[src/rtl/bit_clmul_radix_pkg.sv]
// Shared types for the iterative carry-less multiplier.
// Latency: n/a (types and helpers only).
// Backpressure: n/a.
package bit_clmul_radix_pkg;

    // Controller states: idle, iterating, result-valid.
    typedef enum logic [1:0] {
        ST_IDLE = 2'd0,
        ST_CALC = 2'd1,
        ST_DONE = 2'd2
    } bit_clmul_radix_state_type;

    // One-hot operation select, bit order matches the op port {clmulr, clmulh, clmul}.
    typedef struct packed {
        logic bit_clmulr;
        logic bit_clmulh;
        logic bit_clmul;
    } bit_op_type;

    // Reduce a possibly multi-hot op to a single operation: clmul > clmulh > clmulr.
    function automatic bit_op_type op_priority(input logic [2:0] op);
        bit_op_type o;
        o = '0;
        if (op[0]) begin
            o.bit_clmul = 1'b1;
        end else if (op[1]) begin
            o.bit_clmulh = 1'b1;
        end else if (op[2]) begin
            o.bit_clmulr = 1'b1;
        end
        return o;
    endfunction

endpackage

[src/rtl/bit_clmul_radix_clmul_step.sv]
// One radix step: XOR of a shifted by (cnt*STEP + j) for every set bit j of the STEP-bit slice of b.
// Latency: purely combinational.
// Backpressure: none.
module clmul_step
    import bit_clmul_radix_pkg::*;
#(
    parameter int XLEN = 32,
    parameter int STEP = 1,
    parameter int CW   = 5
) (
    input  logic [XLEN-1:0]   a,
    input  logic [STEP-1:0]   b_bits,
    input  logic [CW-1:0]     cnt,
    output logic [2*XLEN-1:0] part
);

    logic [2*XLEN-1:0] a_ext;

    assign a_ext = {{XLEN{1'b0}}, a};

    // Partial product for this step, placed at the bit position the counter has reached.
    always_comb begin
        part = '0;
        for (int j = 0; j < STEP; j++) begin
            if (b_bits[j]) begin
                part = part ^ (a_ext << (int'(cnt) * STEP + j));
            end
        end
    end

endmodule

[src/rtl/bit_clmul_radix.sv]
// Iterative carry-less multiplier (clmul/clmulh/clmulr), STEP multiplier bits per cycle.
// Latency: accept + k CALC cycles, ready pulse in cycle k+1 (k <= XLEN/STEP, early-out on zero b).
// Backpressure: none; enable is only sampled in IDLE/DONE, kill aborts to IDLE without ready.
module bit_clmul_radix
    import bit_clmul_radix_pkg::*;
#(
    parameter int XLEN      = 32,
    parameter int STEP      = 1,
    parameter int EARLY_OUT = 1
) (
    input  logic            clk,
    input  logic            rst,
    input  logic            enable,
    input  logic [2:0]      op,
    input  logic [XLEN-1:0] rdata1,
    input  logic [XLEN-1:0] rdata2,
    input  logic            kill,
    output logic            busy,
    output logic            ready,
    output logic [XLEN-1:0] result
);

    localparam int NSTEPS = XLEN / STEP;
    // A single-step configuration still needs a one-bit counter to stay legal.
    localparam int CW = (NSTEPS > 1) ? $clog2(NSTEPS) : 1;
    localparam logic [CW-1:0] CNT_LAST = CW'(NSTEPS - 1);

    typedef struct packed {
        logic            enable;
        logic [2:0]      op;
        logic [XLEN-1:0] rdata1;
        logic [XLEN-1:0] rdata2;
        logic            kill;
    } bit_clmul_radix_in_type;

    typedef struct packed {
        logic            busy;
        logic            ready;
        logic [XLEN-1:0] result;
    } bit_clmul_radix_out_type;

    typedef struct packed {
        bit_clmul_radix_state_type state;
        bit_op_type                op;
        logic [XLEN-1:0]           a;
        logic [XLEN-1:0]           b;
        logic [2*XLEN-1:0]         acc;
        logic [CW-1:0]             cnt;
        logic [XLEN-1:0]           result;
    } bit_clmul_radix_reg_type;

    localparam bit_clmul_radix_reg_type init_bit_clmul_radix_reg = '0;

    bit_clmul_radix_in_type  d;
    bit_clmul_radix_out_type q;
    bit_clmul_radix_reg_type r;
    bit_clmul_radix_reg_type rin;

    logic [2*XLEN-1:0] part;
    logic [2*XLEN-1:0] acc_nx;
    logic [XLEN-1:0]   b_nx;

    // Select the product slice for the latched operation.
    function automatic logic [XLEN-1:0] pick(input bit_op_type o, input logic [2*XLEN-1:0] acc);
        if (o.bit_clmul) begin
            return acc[XLEN-1:0];
        end else if (o.bit_clmulh) begin
            return acc[2*XLEN-1:XLEN];
        end
        return acc[2*XLEN-2:XLEN-1];
    endfunction

    assign d = '{enable: enable, op: op, rdata1: rdata1, rdata2: rdata2, kill: kill};

    clmul_step #(
        .XLEN (XLEN),
        .STEP (STEP),
        .CW   (CW)
    ) u_step (
        .a      (r.a),
        .b_bits (r.b[STEP-1:0]),
        .cnt    (r.cnt),
        .part   (part)
    );

    assign acc_nx = r.acc ^ part;
    assign b_nx   = r.b >> STEP;

    // Next-state: accept in IDLE/DONE, iterate in CALC, kill forces IDLE and freezes result.
    always_comb begin
        rin = r;
        unique case (r.state)
            ST_IDLE, ST_DONE: begin
                rin.state = ST_IDLE;
                if (d.enable && (d.op != 3'b000)) begin
                    rin.op  = op_priority(d.op);
                    rin.a   = d.rdata1;
                    rin.b   = d.rdata2;
                    rin.acc = '0;
                    rin.cnt = '0;
                    if ((EARLY_OUT != 0) && (d.rdata2 == '0)) begin
                        // Cleared accumulator: every slice of the product is zero.
                        rin.state  = ST_DONE;
                        rin.result = '0;
                    end else begin
                        rin.state = ST_CALC;
                    end
                end
            end
            ST_CALC: begin
                rin.acc = acc_nx;
                rin.b   = b_nx;
                rin.cnt = r.cnt + CW'(1);
                if ((r.cnt == CNT_LAST) || ((EARLY_OUT != 0) && (b_nx == '0))) begin
                    rin.state  = ST_DONE;
                    rin.result = pick(r.op, acc_nx);
                end
            end
            default: begin
                rin.state = ST_IDLE;
            end
        endcase
        if (d.kill) begin
            rin.state  = ST_IDLE;
            rin.result = r.result;
        end
    end

    // State register with synchronous reset.
    always_ff @(posedge clk) begin
        if (rst) begin
            r <= init_bit_clmul_radix_reg;
        end else begin
            r <= rin;
        end
    end

    // Handshake outputs decoded from registered state only.
    always_comb begin
        q.busy   = (r.state == ST_CALC);
        q.ready  = (r.state == ST_DONE);
        q.result = r.result;
    end

    assign busy   = q.busy;
    assign ready  = q.ready;
    assign result = q.result;

endmodule

[config.mk]
export PLATFORM = sky130hd
export DESIGN_NAME = bit_clmul_radix
export DESIGN_NICKNAME = d
export VERILOG_FILES = /design/src/rtl/bit_clmul_radix_pkg.sv /design/src/rtl/bit_clmul_radix_clmul_step.sv /design/src/rtl/bit_clmul_radix.sv
export SDC_FILE = /design/constraint.sdc
export NUM_CORES = 1
export LEC_CHECK = 0
export ABC_AREA = 1
export CAP_MARGIN = 20
export CORE_AREA = 5 5 119 150
export CTS_BUF_LIST = sky130_fd_sc_hd__clkbuf_8
export DETAILED_ROUTE_END_ITERATION = 6
export DIE_AREA = 0 0 124 155
export HOLD_SLACK_MARGIN = 0.02
export PLACE_DENSITY = 0.85
export SLEW_MARGIN = 10
export SYNTH_ARGS = -nofsm -noshare
export SYNTH_HDL_FRONTEND = slang
export SYNTH_SLANG_ARGS = --single-unit
[constraint.sdc]
create_clock -name clk -period 4.7 [get_ports clk]
set_input_delay 0.94 -clock clk [delete_from_list [all_inputs] [get_ports clk]]
set_output_delay 0.94 -clock clk [all_outputs]
set_load 0.05 [all_outputs]
Word level (Yosys, flattened, before mapping)
Index checks and enable logic that the tools add are counted.

Output and inout bits: 34. Bits in registers: 170. Logic and storage cells: 51.

Equality and inequality tests: 6. Shift operators: 1. Add/subtract/negate cells: 1. Bitwise gates (word level): 2. Reduce and logical (&&, ||, !) cells: 12. Muxes and demuxes: 20.

Operators with widths (count): case mux 133 bit (2 select lines) (1); 2-to-1 mux 170 bit (1); 2-to-1 mux 32 bit (5); logical NOT 32 bit (2); 2-to-1 mux 64 bit (1); left shift 32 x 5 -> 64 bit (1); XOR 64 bit (1); 2-to-1 mux 1 bit (8); 2-to-1 mux 2 bit (3); adder 5 x 1 -> 5 bit, second input constant (1); == test 5 bit, second input constant (1); AND reduction 5 bit (1); inequality test 2 bit, second input constant (2); case mux 2 bit (2 select lines) (1); AND reduction 2 bit (2); OR reduction 2 bit (2); nonzero test 3 bit (1); == test 2 x 1 -> 1 bit, second input constant (1); == test 2 bit, second input constant (1); logical NOT 2 bit (1); inequality test 2 x 1 -> 1 bit, second input constant (1); nonzero test 2 bit (1); logical AND 1 bit (1); logical OR 1 bit (1); NOT 1 bit (1).

Logic depth before layout (Yosys ltp)
Gate-level depths: netlist of run 1.

Depth after elaboration: 8. Depth in mapped cells: 18.

Modules after synthesis
A second synthesis of run 1 with hierarchy kept.

Cell total of the unflattened synthesis: 1659. Area total of the unflattened synthesis: 10865.4 um^2.

Modules (own cells, without submodules): bit_clmul_radix (area each 8219.1 um^2, sequential area each 3383.2 um^2, times used 1, cells each 1185); clmul_step (area each 2646.3 um^2, sequential area each 0.0 um^2, times used 1, cells each 474).

Worst setup path before layout of run 1
No wires, ideal clock.

Path type: input to register. From: input rdata2[22]. To: register r (netlist bit result[14]). Data arrival time: 2.082 ns. Cell stages on the path: 12. Setup slack: 2.551 ns. Cell sequence: nor2_1 > nand2_1 > nor2_1 > nand4_1 > nand2_1 > nand3_2 > nor2_2 > inv_2 > buf_2 > a21oi_1 > nand2_1 > a21oi_2.

Cells in the longest elaborated chain, start to end: 3.

Ends and longest elaborated chain: start, declared (line bit_clmul_radix.sv:16) `input logic [XLEN-1:0] rdata2,`; logical NOT 32 bit (line bit_clmul_radix.sv:101) `if ((EARLY_OUT != 0) && (d.rdata2 == '0)) begin`; inequality test 2 bit (no line); AND reduction 5 bit (no line); end signal, assigned (line bit_clmul_radix.sv:132) `r <= init_bit_clmul_radix_reg;`; end signal, assigned (line bit_clmul_radix.sv:134) `r <= rin;`; end, declared (line bit_clmul_radix.sv:56) `bit_clmul_radix_reg_type r;`.

No other way between the ends. A chain may end at the register's enable or synchronous reset.

Final worst setup path of run 1
From: register r[168] in the netlist's numbering. To: output busy.

Cells in the longest elaborated chain, start to end: 1.

Ends and longest elaborated chain: == test 2 x 1 -> 1 bit; end, declared (line bit_clmul_radix.sv:18) `output logic busy,`.

No other way between the ends.

==> reports/summary.txt, run 1 <==
Setup WS post-layout = 1240 ps
Synth top area share = 33.0%
critical path, cell by cell = inv_2 -> nor2_4 -> clkdlybuf4s50_1
final hold viol count = 0
Diodes inserted = 0
core area = 16400 um^2
Peak VDD IR = 0.000223 V
placed cell count = 1838
RePlAce Congestion = 1.02
Final Cell Area = 11300 um^2
largest net degree at the start of global routing = 101
Synth area leaders = dfxtp_1 33%, nand2_1 20%, nand3_1 16%
grt ovf = 0
row cnt = 53
pre-CTS WS = 899 ps
DR pass1 iterations = 6
required time worst endpoint = 3760 ps
fraction of layout instances using a drive strength above 1 = 4.36%
Final Skew = 11.2 ps
Netlist Area Pre-Place = 10200 um^2
CP Buf/Inv Count = 2
DRT iter0 DRCs = 1350
clock sink count = 168
crit path max-delay cell type = clkdlybuf4s50_1
max-slew violations = 0
initial antenna violation count = 0
Hold Path Class = reg2reg
Die ar. = 19200 um^2
Non-Filler Instances = 1870
Worst Path Max Fanout = 35
WL per Instance = 15.9 um
R2R cell count = 14
# nets final = 1710
setup repair after global routing missed its margin = no
filler instances = 1517
cell family with most CP delay = buffers and inverters
kind of end point of the critical path = output port
Post-CTS Repair Setup Buffers = 0
die height = 155 um
hold path depth = 2
max-cap violations = 0
IO buf count = 104
register bit total from synthesis = 168
WP data arrival = 2520 ps
RR Endpoint = result[24]$_SDFFE_PP0P_
R2R Path Start = r[32]$_SDFFE_PP0N_
Residual DRC = 0
DIE WIDTH = 124 um
clk_lat worst skew = 470 ps
min-delay src = result[20]$_SDFFE_PP0P_
Mapped Cells = 1639
maximum clock path buffer count = 2
clock-pin slew reported for the worst setup and hold paths after clock tree synthesis = 90 ps
first-pass GRT wire length = 47500 um
Mapped Avg Cell Area = 6.22 um^2
min Tclk post-route = 3460 ps
Fin Setup TNS = 0 ps
status = finished clean
Antenna Violating Nets Remaining = 0
Synth area leader = dfxtp_1
Hold Buf Count CTS = 0
DP HPWL = 21100 um
Yosys cell types = 38
Total GRT Usage = 30.9%
Worst Setup Start Kind = flip-flop
post_cts resized = 0
PwrDens = 267 nW/um^2
placed inst area = 10900 um^2
clk root buf = clkbuf_8
via count = 11000
Synth-to-Final Area Change = 10.6%
Leakage = 4.38 nW
TritonCTS clock tree = built
Yosys warnings = 0
Routed WL = 29800 um
Hold Path End = result[20]$_SDFFE_PP0P_
Fmax = 289 MHz
sequential share of the synthesized area = 33.0%
Starting Density = 62.2%
vias in the first global route = 9508
post-synthesis net count = 1712
Final setup viols = 0
TritonCTS Buffers = 17
Critical Path Max Stage Delay = 950 ps
CTS H-Tree Depth = 4
vias per cell = 5.90
measured slew at the worst slew-check pin = 1180 ps
Slew headroom = 21.0%
Crit Path Class = reg2out
Pwr Total = 3.01 mW
R2R Setup Slk = 1440 ps
Boundary Pins = 105
Tcrit/Tclk final = 73.7%
[flip-flops by register name, summed over array words and instances, names as in the netlist]
name / flops
b_nx: 31
r: 105
result: 32
[cell families (layout without fill, tap and decap cells)]
group	after synthesis	count (layout)	share of synthesized area (%)
adder cells (fa/ha/maj)	2	2	0.246
flip-flops	168	168	33.0
XOR/XNOR	13	13	1.26
AND/OR/NAND/NOR	1078	1078	46.1
AO/OA/AOI/OAI	194	194	10.2
buffers and inverters	184	195	9.15
[layout make-up]
cell class	instances	area [um^2]	area share [%]
clock buffer	18	248	2.20
timing repair buffer	118	1140	10.2
clock inverter	14	140	1.24
inverter	45	181	1.61
sequential	168	3360	29.9
tap	220	275	2.44
multi-input combinational	1287	5910	52.5
[worst reg2reg max path, delay by kind of cell, from the launching register on]
family	cells	cell delay (ps)
flops	1	320
compound gates	2	210
buf+inv	3	930
simple gates	7	1340
fa+ha+maj	2	400
[cells in the final DEF, fill, tap and decap left out, types with 3 or more instances in the layout]
cell / count
nand2_1: 541
nand3_1: 324
dfxtp_1: 168
nor2_1: 139
a21oi_1: 104
clkdlybuf4s50_1: 103
o21ai_0: 43
inv_1: 37
a31oi_1: 31
nand3b_1: 27
nand4_1: 23
clkbuf_8: 18
buf_4: 15
inv_6: 7
or2_1: 7
xnor2_1: 6
inv_2: 5
xor2_1: 5
nand3_2: 5
o21ai_1: 4
a211oi_1: 3
nor2_4: 3
nor2_2: 3
o21bai_1: 3
[synth_stat cells (all sizes together)]
library cell,n
nand2,542
nand3,329
dfxtp,168
nor2,145
a21oi,105
buf,87
clkbuf,52
o21ai,49
inv,44
a31oi,31
nand3b,27
nand4,23
xnor2,8
or2,7
xor2,5
a211oi,3
nor3,3
o21bai,3
a21o,2
and2,2
ha,2
a22oi,1
clkinv,1
[per-layer routing]
layer / vias to the layer above / part of all wire (%) / GRT usage (%)
li1: 5435 / - / -
met4: 0 / 5.7 / 17.7
met3: 94 / 7.7 / 4.87
met2: 517 / 45 / 46.1
met1: 4991 / 42 / 42.1
met5: - / 0 / 0
[power breakdown]
group	total, mW	internal, mW	switching (mW)
Combinational	0.470	0.161	0.310
Clock	1.04	0.448	0.591
Sequential	1.50	1.47	0.0355
[stage by stage]
stage	hold slack [ps]	util, %
2_1_floorplan	444	-
3_3_place_gp	452	66.4
3_5_place_dp	454	66.4
4_1_cts	469	68.8
5_1_grt	487	68.8
6_report	468	68.8
[worst max path at each step]
stage                                    from                 endpoint  slack (ps)  depth (start not counted)
after global routing               rdata2[22]  result[24]$_SDFFE_PP0P_        1060                         13
final                     r[168]$_SDFFE_PP0P_                     busy        1240                          3
after detailed placement           rdata2[20]   result[7]$_SDFFE_PP0P_         900                         13
after floorplan                    rdata2[22]  result[14]$_SDFFE_PP0P_        2550                         12
after CTS                 r[168]$_SDFFE_PP0P_                     busy        1200                          3
after global placement             rdata2[20]  result[14]$_SDFFE_PP0P_        1000                         13
No activity file was read; power rests on OpenSTA's default activity.
==> run 2: changes to the inputs <==
Settings changed: CORE_AREA 5 5 119 150 to 5 5 129 162, DIE_AREA 0 0 124 155 to 0 0 134 167, PLACE_DENSITY 0.85 to 0.77.
Clock period 4.7 ns to 2.9 ns, I/O delays scaled along.
==> run 2 against run 1 <==
Worst hold slack barely moved. Count of clock-buffer cells in the layout stayed put. Via count is 1.3% lower. Register-to-register slack got worse by 910 ps. First-iteration DRC count shrank 5.0%. Total power rose by 66%. Highest routed layer unchanged.
==> reports/summary.txt, run 2 (synthesized netlist as in run 1, its figures left out) <==
Fmax = 413 MHz
measured slew at the worst slew-check pin = 876 ps (was 1180 ps)
# nets final = 1720 (was 1710)
Boundary Pins = 105 (unchanged)
WL per Instance = 15.8 um (was 15.9 um)
DP HPWL = 21500 um (was 21100 um)
vias per cell = 5.75 (was 5.90)
Leakage = 4.47 nW (was 4.38 nW)
Diodes inserted = 0 (unchanged)
commonest non-fill, non-tap cells in the layout = 541 x nand2_1, 324 x nand3_1, 168 x dfxtp_1, 139 x nor2_1, 104 x a21oi_1 (unchanged)
final hold slack = 467 ps (was 468 ps)
kind of end point of the critical path = output port (unchanged)
RePlAce Congestion = 0.960 (was 1.02)
Final Skew = 14.3 ps (was 11.2 ps)
clk_lat worst skew = 480 ps (was 470 ps)
Final setup viols = 0 (unchanged)
core area = 19200 um^2 (was 16400 um^2)
Critical Path Max Stage Delay = 820 ps (was 950 ps)
multi-input logic area = 5910 um^2 (unchanged)
filler instances = 1856 (was 1517)
CTS H-Tree Depth = 4 (unchanged)
required time worst endpoint = 2320 ps (was 3760 ps)
Total GRT Usage = 26.5% (was 30.9%)
vias in the first global route = 9644 (was 9508)
IO buf count = 104 (unchanged)
fraction of layout instances using a drive strength above 1 = 5.06% (was 4.36%)
TritonCTS clock tree = built (unchanged)
clock sink count = 168 (unchanged)
Fin Setup TNS = 0 ps (unchanged)
most common cell after layout, fill and taps aside = nand2_1 (unchanged)
Synth-to-Final Area Change = 12.2% (was 10.6%)
Routed WL = 30000 um (was 29800 um)
max-slew violations = 0 (unchanged)
pre-CTS WS = 252 ps (was 899 ps)
Die ar. = 22400 um^2 (was 19200 um^2)
Hold Buf Count CTS = 0 (unchanged)
crit path max-delay cell type = clkdlybuf4s50_1 (unchanged)
fin util = 59.6% (was 68.8%)
Reg area = 3360 um^2 (unchanged)
Peak VDD IR = 0.000271 V (was 0.000223 V)
via count = 10900 (was 11000)
critical path, cell by cell = inv_1 -> nor2_1 -> clkdlybuf4s50_1 (was inv_2 -> nor2_4 -> clkdlybuf4s50_1)
Antenna Violating Nets Remaining = 0 (unchanged)
Crit Path Class = reg2out (unchanged)
Hold Path Class = reg2reg (unchanged)
Residual DRC = 0 (unchanged)
DRT iter0 DRCs = 1283 (was 1350)
final hold viol count = 0 (unchanged)
clock-pin slew reported for the worst setup and hold paths after clock tree synthesis = 100 ps (was 90 ps)
TritonCTS Buffers = 17 (unchanged)
Slew headroom = 41.6% (was 21.0%)
PwrDens = 437 nW/um^2 (was 267 nW/um^2)
min Tclk post-route = 2420 ps
DIE WIDTH = 134 um (was 124 um)
Reg with most FFs = r (unchanged)
Starting Density = 53.1% (was 62.2%)
WP data arrival = 1840 ps (was 2520 ps)
Worst Setup Start Kind = flip-flop (unchanged)
die height = 167 um (was 155 um)
grt ovf = 0 (unchanged)
status = finished clean (unchanged)
largest net degree at the start of global routing = 135 (was 101)
first-pass GRT wire length = 48400 um (was 47500 um)
max-cap violations = 0 (unchanged)
Post-CTS Repair Setup Buffers = 0 (unchanged)
initial antenna violation count = 0 (unchanged)
clk root buf = clkbuf_8 (unchanged)
DR pass1 iterations = 6 (unchanged)
row cnt = 57 (was 53)
maximum clock path buffer count = 2 (unchanged)
Worst Path Max Fanout = 2 (was 35)
post_cts resized = 0 (unchanged)
Setup WS post-layout = 478 ps (was 1240 ps)
setup repair after global routing missed its margin = no (unchanged)
Tcrit/Tclk final = 83.5%
max FFs per register = 105 (unchanged)
run 2: through the flow:
step           cell area, um^2  total power, mW  instances
2_1_floorplan            10200             2.98       1639
3_3_place_gp             11000             3.25       1864
3_5_place_dp             11000             3.26       1864
4_1_cts                  11400             5.00       1896
5_1_grt                  11400             5.20       1896
6_report                 11400             5.00       1896
run 2: layout make-up:
cell class / count / area share, %
Clock buffer: 18 / 2.17
Sequential cell: 168 / 29.4
Tap cell: 236 / 2.58
Clock inverter: 14 / 1.44
Multi-Input combinational cell: 1287 / 51.7
Inverter: 45 / 1.59
Timing Repair Buffer: 128 / 11.1
run 2: power by group:
part / internal (mW) / switching [mW] / leakage, nW
Combinational: 0.276 / 0.496 / 2.89
Sequential: 2.38 / 0.0621 / 1.37
Clock: 0.812 / 0.971 / 0.206
Total: 3.47 / 1.53 / 4.47
run 2: worst paths after layout:
kind                     startpoint                      to  slack, ps  depth (start not counted)
max reg2reg      r[32]$_SDFFE_PP0N_  result[5]$_SDFFE_PP0P_        530                         13
max             r[169]$_SDFFE_PP0P_                   ready        480                          3
min          result[4]$_SDFFE_PP0P_  result[4]$_SDFFE_PP0P_        470                          2
min reg2reg  result[4]$_SDFFE_PP0P_  result[4]$_SDFFE_PP0P_        470                          2
run 2: routing by layer:
layer  part of all wire [%]  track usage (%)
met5                      0                0
met4                    4.4             12.2
met3                    6.5             4.13
met2                     46             41.4
met1                     43             36.0
run 2: worst max-delay path: cells and delay by family (launching register included):
family        cells  cell delay (ps)
flops             1              400
buf+inv           2              880
simple gates      1               90
==> run 3: changes to the inputs <==
Clock period 2.9 ns to 2.1 ns, I/O delays scaled along.
==> run 3 against run 2 <==
The run now ends with setup timing left. Setup slack got worse by 490 ps. Sequential share of layout area decreased by 2.8 points. Worst hold slack got worse by 190 ps. Utilization up 6.5 points. Clock skew shrank 0.88 ps. Total power is 40% higher. Global-route usage rose by 0.84 points. Final cell count grew 3.8%. Count of clock-buffer cells in the layout is 1 lower. Largest cell class unchanged.
==> reports/summary.txt, run 3 (synthesized netlist as in run 1, its figures left out) <==
status = finished with violations (was finished clean)
failing checks = setup timing
setup repair after global routing missed its margin = yes (was no)
clock-pin slew reported for the worst setup and hold paths after clock tree synthesis = 100 ps (about the same)
WP data arrival = 2530 ps (was 1840 ps)
Routed WL = 32300 um (was 30000 um)
via count = 11500 (was 10900)
Setup WS post-layout = -13.2 ps (was 478 ps)
WL per Instance = 16.4 um (was 15.8 um)
PwrDens = 552 nW/um^2 (was 437 nW/um^2)
fraction of layout instances using a drive strength above 1 = 15.1% (was 5.06%)
CTS H-Tree Depth = 4 (unchanged)
# nets final = 1792 (was 1720)
measured slew at the worst slew-check pin = 685 ps (was 876 ps)
DRT iter0 DRCs = 1376 (was 1283)
filler instances = 1718 (was 1856)
Residual DRC = 0 (unchanged)
DIE WIDTH = 134 um (unchanged)
Tcrit/Tclk final = 101%
TritonCTS clock tree = built (unchanged)
die height = 167 um (unchanged)
initial antenna violation count = 0 (unchanged)
DP HPWL = 22700 um (was 21500 um)
IO buf count = 104 (unchanged)
max FFs per register = 105 (unchanged)
RePlAce Congestion = 1.04 (was 0.960)
DR pass1 iterations = 6 (unchanged)
Hold Buf Count CTS = 0 (unchanged)
grt ovf = 0 (unchanged)
clock sink count = 168 (unchanged)
most common cell after layout, fill and taps aside = nand2_1 (unchanged)
Final Skew = 13.4 ps (was 14.3 ps)
Total GRT Usage = 27.3% (was 26.5%)
Reg with most FFs = r (unchanged)
Diodes inserted = 0 (unchanged)
Synth-to-Final Area Change = 24.5% (was 12.2%)
clk root buf = clkbuf_8 (unchanged)
Hold Path Class = in2reg (was reg2reg)
Die ar. = 22400 um^2 (unchanged)
required time worst endpoint = 2510 ps (was 2320 ps)
max-cap violations = 0 (unchanged)
maximum clock path buffer count = 2 (unchanged)
Leakage = 5.27 nW (was 4.47 nW)
Antenna Violating Nets Remaining = 0 (unchanged)
clk_lat worst skew = 480 ps (about the same)
Worst Path Max Fanout = 8 (was 2)
Fmax = 473 MHz
Slew headroom = 54.3% (was 41.6%)
final hold slack = 280 ps (was 467 ps)
Pwr Total = 7.01 mW (was 5.00 mW)
final hold viol count = 0 (unchanged)
Peak VDD IR = 0.000505 V (was 0.000271 V)
largest net degree at the start of global routing = 135 (unchanged)
fin util = 66.1% (was 59.6%)
commonest non-fill, non-tap cells in the layout = 518 x nand2_1, 282 x nand3_1, 165 x dfxtp_1, 122 x nor2_1, 95 x a21oi_1 (was 541 x nand2_1, 324 x nand3_1, 168 x dfxtp_1, 139 x nor2_1, 104 x a21oi_1)
TritonCTS Buffers = 17 (unchanged)
core area = 19200 um^2 (unchanged)
Final Cell Area = 12700 um^2 (was 11400 um^2)
Crit Path Class = reg2reg (was reg2out)
vias in the first global route = 9959 (was 9644)
vias per cell = 5.84 (was 5.75)
Starting Density = 53.1% (unchanged)
row cnt = 57 (unchanged)
Boundary Pins = 105 (unchanged)
placed inst area = 11500 um^2 (was 11000 um^2)
Final setup viols = 2 (was 0)
Worst Setup Start Kind = flip-flop (unchanged)
min Tclk post-route = 2110 ps
first-pass GRT wire length = 50000 um (was 48400 um)
max-slew violations = 0 (unchanged)
kind of end point of the critical path = flip-flop (was output port)
==> run 3: per-layer routing <==
| metal | part of all wire [%] | global-route usage, % | vias to the layer above | wire, um |
|---|---|---|---|---|
| li1 | - | - | 5585 | - |
| met4 | 5.9 | 15.4 | 0 | 1910 |
| met5 | 0 | 0 | - | 0 |
| met2 | 46 | 42.2 | 520 | 14900 |
| met1 | 41 | 35.8 | 5291 | 13100 |
| met3 | 7.2 | 5.07 | 103 | 2340 |
==> run 3: area by class of cell <==
class                   instances  area (um^2)  share of cell area (%)
clock buffers                  17          234                    1.84
well taps                     236          295                    2.33
inverters                      45          206                    1.63
multi-input cells            1287         6390                    50.4
flip-flops and latches        168         3370                    26.6
repair buffers                200         2020                    15.9
clock inverters                15          161                    1.27
==> run 3: repair_timing <==
action,CTS,global route
hold endpoints to repair,0,0
gates resized for setup,5,152
cloned,0,2
pin swaps,0,35
setup buffers,0,15
setup endpoints to repair,22,54
==> run 3: metrics by stage <==
step                      instances  worst slack [ps]  setup TNS, ps
final                          1968             -13.2          -23.1
after global routing           1968              -105          -1760
after CTS                      1951              4.90              0
after detailed placement       1919              -304          -6760
after global placement         1919              -246          -5170
after floorplan                1639               212              0
==> run 3: critical path, cell delays in order (launching register included) <==
cell	delay (ps)
dfxtp_4	380
buf_12	150
ha_4	140
nand2_2	60
nor2_2	110
ha_2	180
nor2_2	40
o21ai_2	80
nand3_2	140
nor2_4	190
buf_12	120
clkbuf_16	130
o21ai_2	60
inv_1	60
o21ai_1	70
a21oi_1	130
==> run 3: where the power goes <==
group          total [mW]  switching (mW)  leakage, nW  internal, mW
registers            3.37          0.0852         1.37          3.28
logic                1.26           0.770         3.72         0.493
clock network        2.37            1.39        0.184         0.984
==> run 3: worst paths after layout <==
kind,slack [ps],endpoint,cells after the start,from
hold / removal,280,r[35]$_SDFFE_PP0N_,4,rst
hold reg to reg,470,result[3]$_SDFFE_PP0P_,2,result[3]$_SDFFE_PP0P_
setup / recovery,-10,result[19]$_SDFFE_PP0P_,15,r[32]$_SDFFE_PP0N_
setup reg to reg,-10,result[19]$_SDFFE_PP0P_,15,r[32]$_SDFFE_PP0N_
